File: src/rtl/debounce_pkg_amisha.sv
// Shared debounce types: per-channel FSM state
// encoding and default tick-counter width.
package debounce_pkg_amisha;

  localparam int N_DEF = 19;
  localparam int W_DEF = 2;

  typedef enum logic [2:0] {
    ZERO    = 3'd0,
    WAIT1_1 = 3'd1,
    WAIT1_2 = 3'd2,
    WAIT1_3 = 3'd3,
    ONE     = 3'd4,
    WAIT0_1 = 3'd5,
    WAIT0_2 = 3'd6,
    WAIT0_3 = 3'd7
  } state_t;

  // Debounced level is high in ONE and while
  // waiting to confirm a release.
  function automatic logic is_high(state_t s);
    return (s == ONE) || (s == WAIT0_1) ||
           (s == WAIT0_2) || (s == WAIT0_3);
  endfunction

endpackage

File: src/rtl/debounce_chan_amisha.sv
// One debounce channel: 2-flop sync, 8-state FSM,
// registered level and rising-edge tick outputs.
// Ports: clk, rst_n, m_tick, btn -> db_level, db_tick
module debounce_chan_amisha
  import debounce_pkg_amisha::*;
(
  input  logic clk,
  input  logic rst_n,
  input  logic m_tick,
  input  logic btn,
  output logic db_level,
  output logic db_tick
);

  logic [1:0] sync_q;
  logic       sync;
  state_t     state_q;
  state_t     state_d;

  always_ff @(posedge clk or negedge rst_n) begin
    if (!rst_n) begin
      sync_q <= 2'b00;
    end else begin
      sync_q <= {sync_q[0], btn};
    end
  end

  assign sync = sync_q[1];

  // A level reversal is checked before m_tick,
  // so it always wins over an advance.
  always_comb begin
    state_d = state_q;
    case (state_q)
      ZERO: begin
        if (sync) state_d = WAIT1_1;
      end
      WAIT1_1: begin
        if (!sync)       state_d = ZERO;
        else if (m_tick) state_d = WAIT1_2;
      end
      WAIT1_2: begin
        if (!sync)       state_d = ZERO;
        else if (m_tick) state_d = WAIT1_3;
      end
      WAIT1_3: begin
        if (!sync)       state_d = ZERO;
        else if (m_tick) state_d = ONE;
      end
      ONE: begin
        if (!sync) state_d = WAIT0_1;
      end
      WAIT0_1: begin
        if (sync)        state_d = ONE;
        else if (m_tick) state_d = WAIT0_2;
      end
      WAIT0_2: begin
        if (sync)        state_d = ONE;
        else if (m_tick) state_d = WAIT0_3;
      end
      WAIT0_3: begin
        if (sync)        state_d = ONE;
        else if (m_tick) state_d = ZERO;
      end
      default: state_d = ZERO;
    endcase
  end

  // Outputs are computed from the next state so
  // they line up with the state register.
  always_ff @(posedge clk or negedge rst_n) begin
    if (!rst_n) begin
      state_q  <= ZERO;
      db_level <= 1'b0;
      db_tick  <= 1'b0;
    end else begin
      state_q  <= state_d;
      db_level <= is_high(state_d);
      db_tick  <= (state_q == WAIT1_3) &&
                  (state_d == ONE);
    end
  end

endmodule

File: src/rtl/debounce_fsm_amisha.sv
// Multi-channel button debouncer top: shared
// sampling-tick counter plus W channel FSMs.
// Ports: clk_amisha, reset_amisha (async, low),
// btn_amisha[W] -> db_level_amisha, db_tick_amisha
module debounce_fsm_amisha
  import debounce_pkg_amisha::*;
#(
  parameter int N = N_DEF,
  parameter int W = W_DEF
) (
  input  logic         clk_amisha,
  input  logic         reset_amisha,
  input  logic [W-1:0] btn_amisha,
  output logic [W-1:0] db_level_amisha,
  output logic [W-1:0] db_tick_amisha
);

  logic [N-1:0] cnt_q;
  logic         m_tick;

  always_ff @(posedge clk_amisha or
              negedge reset_amisha) begin
    if (!reset_amisha) begin
      cnt_q <= '0;
    end else begin
      cnt_q <= cnt_q + N'(1);
    end
  end

  assign m_tick = &cnt_q;

  for (genvar i = 0; i < W; i++) begin : g_chan
    debounce_chan_amisha u_chan (
      .clk      (clk_amisha),
      .rst_n    (reset_amisha),
      .m_tick   (m_tick),
      .btn      (btn_amisha[i]),
      .db_level (db_level_amisha[i]),
      .db_tick  (db_tick_amisha[i])
    );
  end

endmodule
File: config.mk
export PLATFORM = sky130hd
export DESIGN_NAME = debounce_fsm_amisha
export DESIGN_NICKNAME = d
export VERILOG_FILES = /design/src/rtl/debounce_pkg_amisha.sv /design/src/rtl/debounce_chan_amisha.sv /design/src/rtl/debounce_fsm_amisha.sv
export SDC_FILE = /design/constraint.sdc
export NUM_CORES = 1
export LEC_CHECK = 0
export BUFFER_PORTS_ARGS = -buffer_cell sky130_fd_sc_hd__buf_4
export CORE_MARGIN = 2
export CORE_UTILIZATION = 35
export DETAILED_ROUTE_END_ITERATION = 7
export PLACE_DENSITY = 0.62
export RECOVER_POWER = 100
export SLEW_MARGIN = 15
export SYNTH_ARGS = -nofsm -noshare
export SYNTH_HDL_FRONTEND = slang
export SYNTH_SLANG_ARGS = --single-unit
File: constraint.sdc
create_clock -name clk_amisha -period 1.9 [get_ports clk_amisha]
set_clock_uncertainty 0.05 [all_clocks]
set_input_delay 0.19 -clock clk_amisha [delete_from_list [all_inputs] [get_ports clk_amisha]]
set_output_delay 0.19 -clock clk_amisha [all_outputs]
set_load 0.005 [all_outputs]
==> out/qor.txt <==
status = finished, final reports clean
antenna violations before repair = 0
share of post-route cells with drive strength above 1 = 21.3%
Worst slew margin = 46.7%
CORE AREA = 3970 um2
Hold Path End = g_chan[0].u_chan.sync_q[1]
Detailed Route WL = 2.27 mm
Final Wtd Congestion = 0.728
R2R depth = 4
Leakage = 0.796 nW
CTS tree = yes
Slowest cell on crit path = dfrtp_1
dpl hpwl = 1.58 mm
Chip Width = 67.9 um
I/O Buffers = 7
Via density = 4.89
global-route wire length before repair = 4.10 mm
critical path type = register to register
HP Class = register to register
final setup TNS = 0 ns
CTS buffer count = 5
delay-heaviest family, CP = simple AND/OR/NAND/NOR gates
synth cell count leaders = 33 x dfrtp_1, 13 x xnor2_1, 10 x nand3_1, 9 x nand2_1
grt total ovfl = 0
Highest Clock Rate = 567 MHz
flop-to-flop setup slack = 0.14 ns
Critical R2R Launch = cnt_q[4]
total number of vias = 910
CTS max path bufs = 2
final hold vios = 0
Slew Viols, Final = 0
DRT Pass-1 Iters = 4
# diodes = 0
initial core utilization = 35.9%
Area contributors post-synth = dfrtp_1 58%, xnor2_1 8.0%, xor2_1 3.7%
flops & latches, synth = 33
Chip Height = 67.9 um
Layout area overhead = 17.3%
root buf cell = clkbuf_8
count of flip-flops with a built-in enable after synthesis = 0
unrepaired setup endpoints after global routing = true
Die ar. = 4610 um2
worst-path cell chain = nand4_1 -> nor4_4 -> and4_4 -> mux2_4
cell total after placement = 173
Final Hold Slack = 0.301 ns
ys async rst share = 100%
fin nets = 140
pre-CTS WS = 0.117 ns
Peak VDD IR = 0.332 mV
largest net degree at the start of global routing = 34
min cycle time layout = 1.76 ns
Total GRT Usage = 12.3%
crit path capture type = register
Power Dens Cells = 784 nW/um2
slowest stage delay, CP = 0.42 ns
net count after synthesis = 123
# DRC = 0
CTS H-tree depth = 2
hold depth = 0
Syn. warnings = 0
PnR worst setup slack = 0.135 ns
worst path buffer plus inverter count = 0
Max-Cap Viols = 0
crit path max fanout = 5
Finish-stage setup viols = 0
vias in the first global route = 895
Non-Filler Instances = 186
FP Rows = 23
Least-Margin Pin Slew = 0.800 ns
WL per Instance = 12.2 um
clock slew at reported path FFs = 0.06 ns
Clock Sink Count = 33
worst path arrival time = 1.88 ns
share of Yosys cell area claimed by the top area cell type = 57.8%
Final ANT Viol Nets = 0
period utilization = 92.9%
largest area contributor in the netlist = dfrtp_1
Gate Count Post-Synth = 118
mapped cell area = 1430 um2
R2R Path End = g_chan[1].u_chan.state_q[1]
required time of the critical path = 2.02 ns
Clock Latency Late Sink = 0.28 ns
drt first-iter violations = 61
Ports = 8
count leader, synth = dfrtp_1
syn avg cell area = 12.1 um2
Setup crit start kind = register
fill count = 398
Most used DFF post-synth = dfrtp_1
worst hold path startpoint = g_chan[0].u_chan.sync_q[0]
total power = 1.31 mW
Seq/Total Area, Yosys = 57.8%
Synth cell types = 23
==> through the flow <==
stage	utilization, %	area [um2]
final	42.2	1670
after global routing	42.2	1670
after CTS	41.9	1660
after detailed placement	38.6	1530
after global placement	38.6	1530
after floorplan	-	1430
==> routing by layer <==
metal	vias up	GRT usage [%]	part of all wire, %
met1	459	16.3	47
met4	0	6.00	1.4
met5	-	0	0
li1	436	-	-
met3	4	3.95	4.3
met2	11	18.1	47
==> logic make-up after synthesis <==
logic type      Yosys count  share of synthesized area, %
flops                    33                          57.8
fa+ha+maj                 1                         0.876
buf+inv                   8                          3.15
mux                       6                          5.26
compound gates            2                         0.876
simple gates             49                          20.3
xor+xnor                 19                          11.7
==> registers in the layout, indices dropped and copies added (netlist names) <==
name,count
g_chan.u_chan.db_level,2
g_chan.u_chan.sync_q,4
cnt_q,19
g_chan.u_chan.state_q,6
g_chan.u_chan.db_tick,2
==> where the power goes <==
group / internal, mW / total, mW / switching, mW
Clock: 0.327 / 0.573 / 0.246
Combinational: 0.0102 / 0.0270 / 0.0167
Sequential: 0.709 / 0.713 / 0.00411
Total: 1.05 / 1.31 / 0.267
==> cells in the final DEF (no fill, tap or decap) <==
| cell type | netlist | final |
|---|---|---|
| a31oi_1 | 2 | 2 |
| clkbuf_8 | 0 | 7 |
| nand3_1 | 10 | 10 |
| and4_4 | 2 | 2 |
| dlygate4sd3_1 | 0 | 3 |
| clkbuf_1 | 1 | 1 |
| nor3_1 | 5 | 5 |
| clkbuf_4 | 0 | 5 |
| xnor2_1 | 13 | 13 |
| clkinv_2 | 0 | 1 |
| ha_2 | 0 | 1 |
| and3_1 | 2 | 2 |
| xor2_1 | 6 | 6 |
| dfrtp_1 | 33 | 33 |
| mux2_4 | 2 | 2 |
| nor2b_1 | 2 | 2 |
| nand4_1 | 4 | 4 |
| nor2_1 | 6 | 6 |
| nor4_4 | 1 | 1 |
| inv_1 | 3 | 3 |
| nand2_1 | 9 | 9 |
| nand2b_1 | 2 | 2 |
| and4_1 | 3 | 3 |
| and4b_1 | 2 | 2 |
| mux2_2 | 4 | 4 |
| clkbuf_2 | 0 | 1 |
| nor4_1 | 1 | 1 |
| buf_4 | 4 | 5 |
==> how the worst max path moves through the flow <==
stage               startpoint                          end  cells after the start
finish                cnt_q[4]  g_chan[1].u_chan.state_q[1]                      4
global route          cnt_q[0]  g_chan[0].u_chan.state_q[1]                      5
CTS                   cnt_q[4]  g_chan[1].u_chan.state_q[1]                      4
detailed placement    cnt_q[4]  g_chan[1].u_chan.state_q[1]                      4
global placement      cnt_q[4]  g_chan[1].u_chan.state_q[1]                      4
floorplan             cnt_q[0]  g_chan[1].u_chan.state_q[1]                      5
==> cell type report <==
class,count,area [um2],area share (%)
Inverter,3,11.3,0.673
Clock buffer,7,96.3,5.75
Tap cell,50,62.6,3.74
Sequential cell,33,826,49.3
Timing Repair Buffer,15,114,6.80
Multi-Input combinational cell,77,559,33.4
Clock inverter,1,5.00,0.299
==> repair_timing <==
action | CTS | global route
hold buffers | 3 | 0
buffers inserted | 0 | 2
resized for setup | 0 | 1
setup endpoints to repair | 0 | 4
endpoints found under the hold margin | 35 | 0
(Power assumes the default switching activity.)
